[src/rtl/miner_pkg.sv]
// Shared types and constants for the nonce search controller and its round counter.
package miner_pkg;
    localparam int NONCE_W = 32;
    localparam logic [5:0] ROUND_LAST = 6'd63;

    typedef enum logic [2:0] {
        IDLE,
        HASH,
        CHECK,
        FOUND,
        DONE
    } sched_state_t;
endpackage

[src/rtl/round_counter.sv]
// 6-bit round index with synchronous clear and enable; wraps to 0 after LAST.
// One-cycle update latency; last is decoded from the registered count.
module round_counter
    import miner_pkg::*;
#(
    parameter logic [5:0] LAST = ROUND_LAST
) (
    input  logic       clk,
    input  logic       n_rst,
    input  logic       clr,
    input  logic       en,
    output logic [5:0] count,
    output logic       last
);
    assign last = (count == LAST);

    always_ff @(posedge clk or negedge n_rst) begin
        if (!n_rst) begin
            count <= 6'd0;
        end else if (clr) begin
            count <= 6'd0;
        end else if (en) begin
            count <= last ? 6'd0 : count + 6'd1;
        end
    end
endmodule

[src/rtl/nonce_scheduler.sv]
// Sequences hash rounds over an inclusive nonce range and reports the first zero hash.
// Start to HASH in one edge; 65 cycles per nonce; FOUND holds until result_ack, abort overrides all.
module nonce_scheduler
    import miner_pkg::*;
#(
    parameter int ROUNDS = 64
) (
    input  logic               clk,
    input  logic               n_rst,
    input  logic               start,
    input  logic               abort,
    input  logic [NONCE_W-1:0] nonce_start,
    input  logic [NONCE_W-1:0] nonce_end,
    input  logic [NONCE_W-1:0] hash_word,
    input  logic               result_ack,
    output logic [5:0]         count,
    output logic [NONCE_W-1:0] nonce,
    output logic               found,
    output logic [NONCE_W-1:0] found_nonce,
    output logic               exhausted,
    output logic               busy,
    output logic [NONCE_W-1:0] hash_count
);
    localparam logic [5:0] LAST = 6'(ROUNDS - 1);

    sched_state_t       state;
    logic [NONCE_W-1:0] end_reg;
    logic               cnt_clr;
    logic               cnt_en;
    logic               cnt_last;
    logic               start_ok;
    logic               at_end;

    assign start_ok = start && (state == IDLE || state == DONE);
    assign cnt_clr  = abort || start_ok;
    assign cnt_en   = (state == HASH);
    assign at_end   = (nonce == end_reg);

    round_counter #(.LAST(LAST)) u_round_counter (
        .clk   (clk),
        .n_rst (n_rst),
        .clr   (cnt_clr),
        .en    (cnt_en),
        .count (count),
        .last  (cnt_last)
    );

    always_ff @(posedge clk or negedge n_rst) begin
        if (!n_rst) begin
            state       <= IDLE;
            nonce       <= '0;
            end_reg     <= '0;
            found_nonce <= '0;
            hash_count  <= '0;
            found       <= 1'b0;
            exhausted   <= 1'b0;
            busy        <= 1'b0;
        end else if (abort) begin
            // nonce, found_nonce and hash_count stay visible for post-mortem
            state     <= IDLE;
            found     <= 1'b0;
            exhausted <= 1'b0;
            busy      <= 1'b0;
        end else begin
            case (state)
                IDLE, DONE: begin
                    if (start) begin
                        nonce      <= nonce_start;
                        end_reg    <= nonce_end;
                        hash_count <= '0;
                        exhausted  <= 1'b0;
                        busy       <= 1'b1;
                        state      <= HASH;
                    end
                end
                HASH: begin
                    if (cnt_last) begin
                        state <= CHECK;
                    end
                end
                CHECK: begin
                    hash_count <= hash_count + 1'b1;
                    if (hash_word == '0) begin
                        found_nonce <= nonce;
                        found       <= 1'b1;
                        state       <= FOUND;
                    end else if (at_end) begin
                        busy      <= 1'b0;
                        exhausted <= 1'b1;
                        state     <= DONE;
                    end else begin
                        nonce <= nonce + 1'b1;
                        state <= HASH;
                    end
                end
                FOUND: begin
                    if (result_ack) begin
                        found <= 1'b0;
                        if (at_end) begin
                            busy      <= 1'b0;
                            exhausted <= 1'b1;
                            state     <= DONE;
                        end else begin
                            nonce <= nonce + 1'b1;
                            state <= HASH;
                        end
                    end
                end
                default: state <= IDLE;
            endcase
        end
    end
endmodule
[config.mk]
export PLATFORM = sky130hd
export DESIGN_NAME = nonce_scheduler
export DESIGN_NICKNAME = d
export VERILOG_FILES = /design/src/rtl/miner_pkg.sv /design/src/rtl/round_counter.sv /design/src/rtl/nonce_scheduler.sv
export SDC_FILE = /design/constraint.sdc
export NUM_CORES = 1
export LEC_CHECK = 0
export CELL_PAD_IN_SITES_DETAIL_PLACEMENT = 0
export CELL_PAD_IN_SITES_GLOBAL_PLACEMENT = 1
export CORE_MARGIN = 5
export CORE_UTILIZATION = 39
export DETAILED_ROUTE_END_ITERATION = 6
export PLACE_DENSITY = 0.87
export SYNTH_ARGS = -nofsm -noshare
export SYNTH_HDL_FRONTEND = slang
export SYNTH_SLANG_ARGS = --single-unit
[constraint.sdc]
create_clock -name clk -period 6.5 [get_ports clk]
set_clock_uncertainty 0.05 [all_clocks]
set_input_delay 1.3 -clock clk [delete_from_list [all_inputs] [get_ports clk]]
set_output_delay 1.3 -clock clk [all_outputs]
set_load 0.02 [all_outputs]
## After elaboration in Yosys (flattened, before gate mapping)

Cells that the tools add are included.
Widths: inputs -> output; s select.

| storage, ports and cells | value |
|---|---|
| input bits | 101 |
| register bits | 140 |

| operators by class | value |
|---|---|
| add/sub/neg operators | 3 |
| bitwise operators | 1 |
| eq/ne operators | 14 |
| reduce and logical (&&, ||, !) cells | 18 |
| multiplexer cells | 33 |

Operators with widths:

| operator | number |
|---|---|
| $mux 32 | 5 |
| $pmux 32 s3 | 1 |
| $add 32x1->32 const B | 2 |
| $pmux 32 s2 | 1 |
| $eq 32x32->1 | 1 |
| $logic_not 32->1 | 1 |
| $mux 3 | 6 |
| $mux 6 | 3 |
| $reduce_and 3->1 | 5 |
| $mux 1 | 13 |
| $ne 3x3->1 const B | 4 |
| $pmux 3 s4 | 1 |
| $add 6x1->6 const B | 1 |
| $eq 3x2->1 const B | 2 |
| $eq 6x6->1 const B | 1 |
| $ne 2x2->1 const B | 3 |
| $pmux 1 s3 | 2 |
| $reduce_bool 3->1 | 2 |
| $reduce_and 5->1 | 1 |
| $reduce_and 4->1 | 1 |
| $reduce_bool 2->1 | 2 |
| $reduce_bool 4->1 | 1 |
| $eq 3x1->1 const B | 1 |
| $eq 3x3->1 const B | 1 |
| other kinds (7) | 8 |

## Logic depth before layout (Yosys ltp)

| depth | value |
|---|---|
| depth after elaboration | 5 |
| gate-level depth with buffers | 9 |

## Cells and area by module

From an unflattened synthesis, not the netlist that was laid out.

| second synthesis, totals | value |
|---|---|
| cell total of the unflattened synthesis | 785 |
| area, all modules | 7387.1 sq um |

By module, submodules not included:

| module | area each (sq um) | cells each | times used |
|---|---|---|---|
| nonce_scheduler | 7066.8 | 753 | 1 |
| round_counter | 320.3 | 32 | 1 |

## Worst setup path after synthesis

Ideal clock, no wire load.

| path | value |
|---|---|
| path kind | in2reg |
| from | input hash_word[16] |
| to | register found_nonce[10] |
| required time | 6325 ps |
| library setup time | 125 ps |
| cell stages on the path | 6 |
| data arrival time | 3031 ps |
| buffers on the path | 1 |
| setup slack | 3295 ps |
| path through | nor4_1 nand2_1 nor4_1 nand2_1 clkbuf_1 mux2_2 |

| on the way | value |
|---|---|
| longest elaborated chain between the ends | 2 |

Ends and longest elaborated chain:

| item | RTL line | source |
|---|---|---|
| from (decl) | nonce_scheduler.sv:14 | `input logic [NONCE_W-1:0] hash_word,` |
| $logic_not 32->1 | nonce_scheduler.sv:83 | `if (hash_word == '0) begin` |
| $reduce_and 3->1 (no source line) | - |  |
| to (signal assigned) | nonce_scheduler.sv:84 | `found_nonce <= nonce;` |
| to (decl) | nonce_scheduler.sv:19 | `output logic [NONCE_W-1:0] found_nonce,` |

No other way between the ends.
A chain may end at the register's enable or synchronous reset.

## Final worst setup path

| path | value |
|---|---|
| from | input hash_word[17] |
| to | register nonce[16] |

| on the way | value |
|---|---|
| longest elaborated chain between the ends | 3 |

Ends and longest elaborated chain:

| item | RTL line | source |
|---|---|---|
| $logic_not 32->1 | nonce_scheduler.sv:83 |  |
| $ne 2x2->1 (no source line) | - |  |
| $reduce_and 5->1 (no source line) | - |  |
| to (signal assigned) | nonce_scheduler.sv:68 | `nonce <= nonce_start;` |
| to (signal assigned) | nonce_scheduler.sv:92 | `nonce <= nonce + 1'b1;` |
| to (signal assigned) | nonce_scheduler.sv:104 | `nonce <= nonce + 1'b1;` |
| to (decl) | nonce_scheduler.sv:17 | `output logic [NONCE_W-1:0] nonce,` |

No other way between the ends.

==> summary.md <==
| Metric | Value |
|---|---|
| Run status | `finished, final reports clean` |
| Synth warnings | `0` |
| Fraction of registers with async set or reset after synthesis | `1.00` |
| DP Area | `0.00952 sq mm` |
| Post-CTS Hold Buffers | `0` |
| Clock root cell | `clkbuf_16` |
| Power per Cell Area | `roughly 250 mW/mm^2` |
| Setup TNS Final | `0 ns` |
| Pins Over Slew Limit | `0` |
| Number of I/O port buffers | `about 210` |
| Syn_nets | `924` |
| P&R area growth vs syn | `38.4%` |
| Top cells by area, synth | `dfrtp_1, nand2_1, xnor2_1, nor2_1, mux2_2` |
| Clk sinks | `140` |
| M3 GR Usage | `0.0515` |
| Distinct cells, synth | `59` |
| Share of post-route cells with drive strength above 1 | `0.0754` |
| Final period util | `0.523` |
| Finished Cell Area | `0.0101 sq mm` |
| CTS tree | `yes` |
| # Post-CTS Setup Buffers | `0` |
| Commonest non-fill, non-tap cell in the layout | `clkdlybuf4s50_1` |
| Final worst path period need | `around 3.4 ns` |
| DIE WIDTH | `147 microns` |
| Max clock buf depth | `2` |
| Detailed placement HPWL | `16.0 mm` |
| Cells after Synth | `between 800 and 900` |
| Yosys reg bits | `140` |
| H-tree levels | `4` |
| # DRC | `0` |
| Clock insertion delay at the later pin of the skew report | `0.42 ns` |
| Hold crit path type | `reg2reg` |
| Wirelength, routed | `22.4 mm` |
| WP data arrival | `3.66 ns` |
| Max_slew headroom | `0.323` |
| GPL Wtd Cong | `approximately 0.85` |
| Drt wl/cell | `18.1 microns` |
| Avg Vias per Cell | `5.38` |
| Antenna Nets Post-Route | `0` |
| Nets | `1,099` |
| Synthesized cell area | `around 0.0073 sq mm` |
| Fmax | `294 MHz` |
| Largest net degree at the start of global routing | `82` |
| Initial DRC count | `464` |
| CP Capture Type | `register` |
| Drt pass-1 iters | `6` |
| Sequential area share after synthesis | `0.480` |
| Yosys top cell by area | `dfrtp_1` |
| # IOs | `206` |
| Post-cts gate resize count | `0` |
| Antenna diodes | `0` |
| DR vias | `6,687` |
| Inserted Clock Buffers | `17` |
| Die H | `around 150 microns` |
| Hold slack | `0.431 ns` |
| Most frequent cells in the layout | `clkdlybuf4s50_1, nand2_1, dfrtp_1` |
| Clk slew on worst S/H paths | `0.07 ns` |
| Core area | `0.0186 sq mm` |
| Site row count | `50` |
| GR Util All Layers | `0.207` |
| Max-Cap Viols | `0` |
| GRT Max-Usage Layer | `met2` |
| Vias in the first global route | `6,536` |
| Synth Flop Type | `dfrtp_1` |
| Met2 Track Usage GR | `0.320` |
| RSZ-0062 raised after global routing | `false` |
| Crit Path Category | `in2reg` |
| Initial antenna violation count | `0` |
| Met1 usage | `0.289` |
| Worst slew pin tran | `approximately 1.0 ns` |
| Initial core utilization | `0.393` |
| Peak supply drop | `0.192 mV` |
| Setup-failing EPs final | `0` |
| Crit path required time | `slightly below 7 ns` |
| First-pass GRT wire length | `~36 mm` |
| Number of synthesized flops with an enable pin | `0` |
| Pleak | `4.17 nW` |
| Mapped Avg Cell Area | `slightly below 9 sq um` |
| Startpoint types | `primary input` |
| Die outline area | `between 0.02 and 0.025 sq mm` |
| Gr ovfl total | `0` |
| Hold Vio Cnt, Final | `0` |
| Worst Path Max Fanout | `15` |
| Top-area cell type share of the netlist area | `0.480` |
[path summary, 6_finish.rpt]
kind	start	end	slack, ns	depth (start not counted)
min	found_nonce[17]	found_nonce[17]	0.43	2
max reg2reg	state[1]	hash_count[14]	3.66	7
min reg2reg	found_nonce[17]	found_nonce[17]	0.43	2
max in group asynchronous	n_rst	hash_count[4]	4.24	2
min in group asynchronous	n_rst	found_nonce[20]	0.87	1
max	hash_word[17]	nonce[16]	3.10	9
[area by class of cell]
cell class | instances | area (sq um)
clock inverter | 15 | 161
timing repair buffer | 215 | 2130
multi-input combinational | 598 | 3510
inverter | 23 | 86.3
sequential | 140 | 3500
clock buffer | 17 | 425
tap | 234 | 293
fill | 1729 | 8470
[metal layers]
layer / vias to the layer above / wire length, microns
met2: 232 / 10100
met4: 0 / 459
li1: 3235 / -
met1: 3193 / 10200
met3: 27 / 1600
met5: - / 0
[per-stage QoR]
stage | std cells | total power [mW] | worst slack (ns) | util
global route | 1242 | 2.60 | 2.89 | 0.544
detailed placement | 1210 | 1.55 | 2.63 | 0.512
floorplan | 820 | 1.29 | 3.29 | -
CTS | 1242 | 2.51 | 3.09 | 0.544
finish | 1242 | 2.49 | 3.10 | 0.544
global placement | 1210 | 1.54 | 2.67 | 0.512
[power by group]
| group | total [mW] | internal, mW | switching [mW] | leakage, nW |
|---|---|---|---|---|
| sequential | 1.08 | 0.945 | 0.138 | 1.83 |
| clock | 0.965 | 0.541 | 0.424 | 0.271 |
| combinational | 0.444 | 0.228 | 0.216 | 2.08 |
| total | 2.49 | 1.71 | 0.779 | 4.17 |
[critical path, stage by stage]
cell	delay (ns)
clkdlybuf4s50_1	0.41
nor4_1	0.28
nand2_1	0.09
nor4_1	0.29
buf_4	0.20
a21o_1	0.46
a21oi_1	0.16
buf_4	0.25
a22o_1	0.21
[cell families after synthesis]
group,share of synthesized area
mux,0.0379
fa+ha+maj,0.00514
xor+xnor,0.0696
flops,0.480
compound gates,0.124
buf+inv,0.0425
simple gates,0.241
[cells in the mapped netlist, types with 9 or more instances]
cell type    n
nand3_1     35
nor2_1      72
mux2_2      21
clkbuf_1    56
o211ai_1    13
dfrtp_1    140
xnor2_1     50
nand2_1    160
and2_1       9
a21oi_1     19
nor4_1      25
a22oi_1     12
o21ai_0     28
nor3_1      17
nand4_1     28
inv_1       23
(Power assumes the default switching activity.)
